File: src/rtl/ifetch_pc_unit_if.sv
// Fetch-stage bus between the Minisys-1A ID/control logic and ifetch_pc_unit.
// The master drives hazard/redirect controls and the ROM word; the slave owns PC and IF/ID.
`timescale 1ns/1ps
interface ifetch_pc_unit_if;
    logic        PCWrite;
    logic [31:0] IF_instruction;
    logic        IFBranch;
    logic        nBranch;
    logic        J;
    logic        JR;
    logic        IF_Flush;
    logic [31:0] rs;
    logic [31:0] PC;
    logic [31:0] ID_instruction;
    logic [31:0] ID_PC_plus_4;
    logic        ID_pred_taken;
    logic [15:0] branch_count;
    logic [15:0] mispredict_count;

    modport master (
        output PCWrite, IF_instruction, IFBranch, nBranch, J, JR, IF_Flush, rs,
        input  PC, ID_instruction, ID_PC_plus_4, ID_pred_taken, branch_count, mispredict_count
    );

    modport slave (
        input  PCWrite, IF_instruction, IFBranch, nBranch, J, JR, IF_Flush, rs,
        output PC, ID_instruction, ID_PC_plus_4, ID_pred_taken, branch_count, mispredict_count
    );
endinterface

File: src/rtl/ifetch_pc_unit.sv
// Minisys-1A instruction fetch: PC register, IF/ID register, static predict-taken
// for IF-stage branches with fall-through recovery, and J/JR redirects from ID.
`timescale 1ns/1ps
module ifetch_pc_unit #(
    parameter logic [31:0] RESET_PC = 32'h0000_0000,
    parameter logic [31:0] NOP_WORD = 32'h0000_0000
) (
    input  logic             clock,
    input  logic             reset,
    ifetch_pc_unit_if.slave  bus
);

    logic [31:0] pc_q, pc_d;
    logic [31:0] fallback_q, fallback_d;
    logic [31:0] id_instr_q, id_instr_d;
    logic [31:0] id_pc4_q, id_pc4_d;
    logic        id_pred_q, id_pred_d;
    logic [15:0] branch_cnt_q, branch_cnt_d;
    logic [15:0] mispred_cnt_q, mispred_cnt_d;

    logic [31:0] pc4;
    logic [31:0] btarget;
    logic [31:0] jtarget;
    logic        predict_taken;

    always_comb begin
        // NOTE: every signal gets its hold value first so no path leaves it unassigned (no latch).
        pc_d          = pc_q;
        fallback_d    = fallback_q;
        id_instr_d    = id_instr_q;
        id_pc4_d      = id_pc4_q;
        id_pred_d     = id_pred_q;
        branch_cnt_d  = branch_cnt_q;
        mispred_cnt_d = mispred_cnt_q;

        pc4     = pc_q + 32'd4;
        btarget = pc4 + {{14{bus.IF_instruction[15]}}, bus.IF_instruction[15:0], 2'b00};
        jtarget = {id_pc4_q[31:28], id_instr_q[25:0], 2'b00};

        // An IF branch only counts as a live prediction when no older ID redirect overrides it.
        predict_taken = bus.IFBranch && !bus.nBranch && !bus.J && !bus.JR;

        if (bus.PCWrite) begin
            if (bus.nBranch)       pc_d = fallback_q;
            else if (bus.JR)       pc_d = bus.rs;
            else if (bus.J)        pc_d = jtarget;
            else if (bus.IFBranch) pc_d = btarget;
            else                   pc_d = pc4;

            if (predict_taken) fallback_d = pc4;

            if (bus.IF_Flush) begin
                id_instr_d = NOP_WORD;
                id_pc4_d   = 32'd0;
                id_pred_d  = 1'b0;
            end else begin
                id_instr_d = bus.IF_instruction;
                id_pc4_d   = pc4;
                id_pred_d  = bus.IFBranch;
            end

            if (!bus.IF_Flush && bus.IFBranch && branch_cnt_q != 16'hFFFF)
                branch_cnt_d = branch_cnt_q + 16'd1;
            if (bus.nBranch && mispred_cnt_q != 16'hFFFF)
                mispred_cnt_d = mispred_cnt_q + 16'd1;
        end
    end

    // NOTE: state registers use non-blocking assignments so all flops update together at the edge.
    always_ff @(posedge clock) begin
        if (reset) begin
            pc_q          <= RESET_PC;
            fallback_q    <= 32'd0;
            id_instr_q    <= NOP_WORD;
            id_pc4_q      <= 32'd0;
            id_pred_q     <= 1'b0;
            branch_cnt_q  <= 16'd0;
            mispred_cnt_q <= 16'd0;
        end else begin
            pc_q          <= pc_d;
            fallback_q    <= fallback_d;
            id_instr_q    <= id_instr_d;
            id_pc4_q      <= id_pc4_d;
            id_pred_q     <= id_pred_d;
            branch_cnt_q  <= branch_cnt_d;
            mispred_cnt_q <= mispred_cnt_d;
        end
    end

    assign bus.PC               = pc_q;
    assign bus.ID_instruction   = id_instr_q;
    assign bus.ID_PC_plus_4     = id_pc4_q;
    assign bus.ID_pred_taken    = id_pred_q;
    assign bus.branch_count     = branch_cnt_q;
    assign bus.mispredict_count = mispred_cnt_q;

endmodule

File: src/flat_wrapper.sv
// flat-port wrapper written by rule: the top's interface ports become plain ports
module ifetch_pc_unit_flat 
#(
    parameter logic [31:0] RESET_PC = 32'h0000_0000,
    parameter logic [31:0] NOP_WORD = 32'h0000_0000
)
  (clock, reset, bus_PCWrite, bus_IF_instruction, bus_IFBranch, bus_nBranch, bus_J, bus_JR, bus_IF_Flush, bus_rs, bus_PC, bus_ID_instruction, bus_ID_PC_plus_4, bus_ID_pred_taken, bus_branch_count, bus_mispredict_count);
  ifetch_pc_unit_if bus_i ();
  input  logic clock;
  input  logic reset;
  input wire logic [$bits(bus_i.PCWrite)-1:0] bus_PCWrite;
  input wire logic [$bits(bus_i.IF_instruction)-1:0] bus_IF_instruction;
  input wire logic [$bits(bus_i.IFBranch)-1:0] bus_IFBranch;
  input wire logic [$bits(bus_i.nBranch)-1:0] bus_nBranch;
  input wire logic [$bits(bus_i.J)-1:0] bus_J;
  input wire logic [$bits(bus_i.JR)-1:0] bus_JR;
  input wire logic [$bits(bus_i.IF_Flush)-1:0] bus_IF_Flush;
  input wire logic [$bits(bus_i.rs)-1:0] bus_rs;
  output wire logic [$bits(bus_i.PC)-1:0] bus_PC;
  output wire logic [$bits(bus_i.ID_instruction)-1:0] bus_ID_instruction;
  output wire logic [$bits(bus_i.ID_PC_plus_4)-1:0] bus_ID_PC_plus_4;
  output wire logic [$bits(bus_i.ID_pred_taken)-1:0] bus_ID_pred_taken;
  output wire logic [$bits(bus_i.branch_count)-1:0] bus_branch_count;
  output wire logic [$bits(bus_i.mispredict_count)-1:0] bus_mispredict_count;
  assign bus_i.PCWrite = bus_PCWrite;
  assign bus_i.IF_instruction = bus_IF_instruction;
  assign bus_i.IFBranch = bus_IFBranch;
  assign bus_i.nBranch = bus_nBranch;
  assign bus_i.J = bus_J;
  assign bus_i.JR = bus_JR;
  assign bus_i.IF_Flush = bus_IF_Flush;
  assign bus_i.rs = bus_rs;
  assign bus_PC = bus_i.PC;
  assign bus_ID_instruction = bus_i.ID_instruction;
  assign bus_ID_PC_plus_4 = bus_i.ID_PC_plus_4;
  assign bus_ID_pred_taken = bus_i.ID_pred_taken;
  assign bus_branch_count = bus_i.branch_count;
  assign bus_mispredict_count = bus_i.mispredict_count;
  ifetch_pc_unit #(.RESET_PC(RESET_PC), .NOP_WORD(NOP_WORD)) u_core (.clock(clock), .reset(reset), .bus(bus_i));
endmodule
File: config.mk
export PLATFORM = sky130hd
export DESIGN_NAME = ifetch_pc_unit_flat
export DESIGN_NICKNAME = d
export VERILOG_FILES = /design/src/rtl/ifetch_pc_unit_if.sv /design/src/rtl/ifetch_pc_unit.sv /design/src/flat_wrapper.sv
export SDC_FILE = /design/constraint.sdc
export NUM_CORES = 1
export LEC_CHECK = 0
export ABC_CLOCK_PERIOD_IN_PS = 4400
export CORE_AREA = 2 2 121 152
export CTS_BUF_LIST = sky130_fd_sc_hd__clkbuf_2 sky130_fd_sc_hd__clkbuf_4 sky130_fd_sc_hd__clkbuf_8
export DETAILED_ROUTE_END_ITERATION = 7
export DIE_AREA = 0 0 123 154
export PLACE_DENSITY = 0.82
export SLEW_MARGIN = 30
export SYNTH_ARGS = -nofsm -noshare
export SYNTH_HDL_FRONTEND = slang
export SYNTH_SLANG_ARGS = --single-unit
export TNS_END_PERCENT = 100
File: constraint.sdc
create_clock -name clock -period 4.4 [get_ports clock]
set_input_delay 0.88 -clock clock [delete_from_list [all_inputs] [get_ports clock]]
set_output_delay 0.88 -clock clock [all_outputs]
set_load 0.1 [all_outputs]
Word-level counts from Yosys, hierarchy flattened
Index checks and enable logic that the tools add are counted.
- RAM bits: 0
- memories: 0
- output and inout port bits: 129
- bits in read-only memories: 0
- bits of input ports: 72
- latch bits: 0
- logic and storage cells: 33
- bits in registers: 161
- equality and inequality tests: 2
- multiplexer cells: 7
- shifts and indexed selects: 0
- bitwise logic cells: 0
- div/mod/pow operators: 0
- reductions and logical operators: 13
- add/sub/neg operators: 4
- multipliers: 0
- $lt $le $gt $ge: 0
- operators by type and width (kind ; number):
    $mux 32 ; 6
    $add 16x1->16 const B ; 2
    $add 32x3->32 const B ; 1
    $add 32x32->32 ; 1
    $ne 16x16->1 const B ; 2
    $logic_and 1x1->1 ; 6
    $reduce_and 2->1 ; 3
    $logic_not 1->1 ; 4
    $mux 1 ; 1

Longest topological paths before layout
- depth in word-level cells: 6
- mapped depth: 18
- depth with buffers taken out: 17

Least setup slack after synthesis
Ideal clock, no wire load.
- path kind: reg-to-reg
- start point: reg u_core.pc_q[2] (netlist: u_core.bus.PC[2])
- end point: reg u_core.pc_q[31] (netlist: u_core.bus.PC[31])
- setup time: 136 ps
- slack: -241 ps
- path buffers: 0
- required time: 4264 ps
- arrival: 4506 ps
- cell stages (with the launch flop): 18
- period minus slack after synthesis: 4641 ps
- path through: dfxtp_1 > ha_1 > nand4_1 > nor2_1 > and3_1 > nand3_1 > nor2_1 > xor2_1 > ha_1 > a21o_1 > a21o_1 > a21oi_1 > nand3_1 > or3_1 > and3_1 > nor3_1 > mux2i_1 > a221oi_2
- word-level cells in the longest chain between the ends: 6
- ends and longest elaborated chain (item ; line ; text):
    from (decl) ; ifetch_pc_unit.sv:13 ; logic [31:0] pc_q, pc_d;
    from (signal assigned) ; ifetch_pc_unit.sv:80 ; pc_q <= pc_d;
    $add 32x3->32 ; ifetch_pc_unit.sv:36 ; pc4 = pc_q + 32'd4;
    via u_core.pc4[28] ; ifetch_pc_unit.sv:21 ; logic [31:0] pc4;
    $add 32x32->32 ; ifetch_pc_unit.sv:37 ; btarget = pc4 + {{14{bus.IF_instruction[15]}}, bus.IF_instruction[15:0], 2'b00};
    $mux 32 ; ifetch_pc_unit.sv:47 ; else if (bus.IFBranch) pc_d = btarget;
    $mux 32 ; ifetch_pc_unit.sv:46 ; else if (bus.J) pc_d = jtarget;
    $mux 32 ; ifetch_pc_unit.sv:45 ; else if (bus.JR) pc_d = bus.rs;
    $mux 32 ; ifetch_pc_unit.sv:44 ; if (bus.nBranch) pc_d = fallback_q;
The timed path passes the listed nets, and every way through them passes these cells.
A chain may end at the register's enable or synchronous reset.

Worst setup path in the final report
Same ends and word-level chain as after synthesis.

==> impl_metrics.env <==
export IMPL_buffer_ports_inserted=200
export IMPL_gp_congestion=0.966
export IMPL_wl_um=30600
export IMPL_syn2layout_area_growth_pct=28.8
export IMPL_final_cell_mix="nor2_1, clkdlybuf4s50_1, dfxtp_1"
export IMPL_synthCells=1160
export IMPL_period_share_pct=93.5
export IMPL_hold_violations=0
export IMPL_drtAntennaViolNets=0
export IMPL_floorplan_die_width_um=123
export IMPL_starting_density_pct=52.4
export IMPL_globalRoute_totalOverflow=0
export IMPL_die_height_um=154
export IMPL_utilization_pct=67.5
export IMPL_setup_viol=0
export IMPL_syn_mean_instance_area_sq_um=7.88
export IMPL_setup_tns_final_ns=0
export IMPL_cp_arrival_ns=4.43
export IMPL_core_area_sq_mm=0.0174
export IMPL_setup_skew_after_layout_ns=0.0139
export IMPL_max_clock_freq_mhz=243
export IMPL_reg2reg_slack_ns=0.29
export IMPL_clock_sinks=161
export IMPL_cp_data_required_time_ns=4.72
export IMPL_power_ir_vdd_worst_v=0.000208
export IMPL_clock_tree_from_tritoncts="yes"
export IMPL_synth_cell_type_count=70
export IMPL_cts_hold_buffers_added=0
export IMPL_number_of_global_route_vias_before_repair=8839
export IMPL_critical_path_class="reg -> reg"
export IMPL_ys_warns=0
export IMPL_ys_async_sr_fraction_pct=0
export IMPL_grt_pass1_wl_um=47400
export IMPL_drt_iter0_markers=748
export IMPL_cts_root_to_sink_buffers=2
export IMPL_preCtsSetupSlack_ns=0.148
export IMPL_synth_top_flop_cell="dfxtp_1"
export IMPL_synth_seq_area_share_pct=35.3
export IMPL_h_tree_depth=4
export IMPL_tightest_slew_ns=1.03
export IMPL_maxSlewHeadroom_pct=30.8
export IMPL_synth_cell_area_sq_mm=0.00914
export IMPL_grt_max_degree=77
export IMPL_hold_path_startpoint="u_core.fallback_q[0]$_SDFFE_PP0P_"
export IMPL_grt_util_all_layers_pct=31.8
export IMPL_period_minus_slack_ns=4.11
export IMPL_standard_cell_rows=54
export IMPL_drt_wirelength_per_cell_um=19.4
export IMPL_synth_ff_latch_count=161
export IMPL_post_route_drc_count=0
export IMPL_sort_of_element_at_the_end_of_the_critical_path="flip-flop"
export IMPL_critical_path_reg2reg_startpoint="u_core.bus.PC[2]$_SDFFE_PP0P_"
export IMPL_place_hpwl_um=21700
export IMPL_outcome="completed"
export IMPL_ctsRootBufferMaster="clkbuf_8"
export IMPL_path_max_fanout=9
export IMPL_drv_max_cap_violation_count=0
export IMPL_placed_standard_cell_area_sq_mm=0.0114
export IMPL_antenna_found_initial=0
export IMPL_final_max_slew_violation_count=0
export IMPL_fp_dieArea_sq_mm=0.0189
export IMPL_drt_first_pass_iters=6
export IMPL_final_common_cell="nor2_1"
export IMPL_power_static_leakage_nw=4.53
export IMPL_io_pins=201
export IMPL_power_density_mw_per_mm2=304
export IMPL_cts_inserted_buffers=17
export IMPL_number_of_enable_flip_flop_cells_after_synthesis=0
export IMPL_drive_above_1_share_pct=7.57
export IMPL_fin_total_pwr_mw=3.57
export IMPL_num_vias=9494
export IMPL_crit_path_start_kind="flip-flop"
export IMPL_synthesis_nets=1271
export IMPL_setup_repair_after_global_routing_missed_its_margin="no"
export IMPL_n_antenna_cell=0
export IMPL_r2r_end="u_core.bus.PC[31]$_SDFFE_PP0P_"
export IMPL_worst_r2r_path_depth=17
export IMPL_fin_area_sq_mm=0.0118
export IMPL_min_delay_worst_endpoint="u_core.fallback_q[0]$_SDFFE_PP0P_"
export IMPL_whs_path_depth=2
export IMPL_hp_class="reg -> reg"
export IMPL_worstSkewPairLatency_ns=0.47
export IMPL_path_clk_slew_ns=0.09
export IMPL_vias_per_cell=6.04
export IMPL_layout_setup_ws_ns=0.286
export IMPL_layout_nets=1446
-- cell families after synthesis --
family / after synthesis / share of synthesized area (%)
muxes: 13 / 1.45
AOI/OAI and AO/OA: 322 / 23.9
adders and majority gates: 39 / 5.42
xor gates and xnor gates: 72 / 6.90
buffers and inverters: 114 / 4.83
DFF: 161 / 35.3
and+or+nand+nor: 439 / 22.2
-- critical path: stages, from the launching register on --
cell      delay, ns
dfxtp_2        0.42
ha_1           0.25
nand4_1        0.25
nor2_4         0.26
and3_1         0.19
nand3_1        0.14
nor2_1         0.19
xor2_1         0.21
ha_1           0.33
a21o_1         0.20
a21o_1         0.17
a21oi_1        0.22
nand3_1        0.11
or3_1          0.34
and3_1         0.18
nor3_2         0.17
mux2i_1        0.25
a221oi_2       0.08
-- layout make-up --
type / instances / area (sq um)
Fill cell: 1518 / 5670
Inverter: 38 / 143
Timing Repair Buffer: 232 / 2220
Sequential cell: 161 / 3230
Tap cell: 224 / 280
Multi-Input combinational cell: 885 / 5500
Clock inverter: 12 / 123
Clock buffer: 20 / 269
-- through the flow --
| step | instances | hold slack, ns |
|---|---|---|
| finish | 1572 | 0.466 |
| global route | 1572 | 0.491 |
| CTS | 1572 | 0.466 |
| detailed placement | 1540 | 0.452 |
| global placement | 1540 | 0.442 |
| floorplan | 1160 | 0.437 |
-- flip-flops by register name, summed over array words and instances, names as in the netlist --
name                         cells
u_core.bus.branch_count         16
u_core.bus.ID_PC_plus_4         32
u_core.bus.ID_instruction       32
u_core.bus.mispredict_count     16
u_core.bus.ID_pred_taken         1
u_core.bus.PC                   32
u_core.fallback_q               32
-- report_power, final --
group | total [mW] | internal [mW] | leakage [nW] | switching [mW]
logic | 0.925 | 0.297 | 3.03 | 0.628
registers | 1.55 | 1.50 | 1.31 | 0.0487
clock network | 1.10 | 0.495 | 0.189 | 0.607
-- cells in the mapped netlist, drive strengths merged (8+ instances only) --
cell type,instances,share of area (%)
buf,15,0.75
nand3,29,1.6
nor3,32,1.8
a21o,14,1.2
clkbuf,61,2.5
a22oi,65,5.3
nor2b,14,0.96
nand4,21,1.6
dfxtp,161,35
a221oi,10,1.0
or3,12,0.82
nor2,202,8.4
inv,38,1.6
xnor2,35,3.4
ha,38,5.2
nand2b,8,0.55
xor2,37,3.5
nand2,82,3.4
a21oi,86,5.0
a211oi,23,1.9
and3,17,1.2
o21ai,54,3.0
mux2i,11,1.2
-- routing by layer --
layer | wire length [um] | up-vias | part of all wire (%) | global-route usage, %
li1 | - | 4491 | - | -
met1 | 12300 | 4451 | 40 | 39.6
met2 | 14700 | 453 | 48 | 52.5
met3 | 2160 | 99 | 7.1 | 5.45
met4 | 1390 | 0 | 4.6 | 16.0
met5 | 0 | - | 0 | 0
-- repair_timing --
item	4_1_cts	5_1_grt
setup endpoints to repair	0	3
setup buffers	0	0
resized for setup	0	4
-- worst max path at each step --
stage,startpoint,to,slack (ns)
floorplan,u_core.bus.PC[16]$_SDFFE_PP0P_,u_core.bus.PC[31]$_SDFFE_PP0P_,0.02
global placement,u_core.bus.PC[2]$_SDFFE_PP0P_,u_core.bus.PC[31]$_SDFFE_PP0P_,0.24
detailed placement,u_core.bus.PC[2]$_SDFFE_PP0P_,u_core.bus.PC[31]$_SDFFE_PP0P_,0.15
global route,u_core.bus.PC[2]$_SDFFE_PP0P_,u_core.bus.PC[31]$_SDFFE_PP0P_,0.03
finish,u_core.bus.PC[2]$_SDFFE_PP0P_,u_core.bus.PC[31]$_SDFFE_PP0P_,0.29
CTS,u_core.bus.PC[2]$_SDFFE_PP0P_,u_core.bus.PC[31]$_SDFFE_PP0P_,0.09
Power figures use the tool's default switching activity.
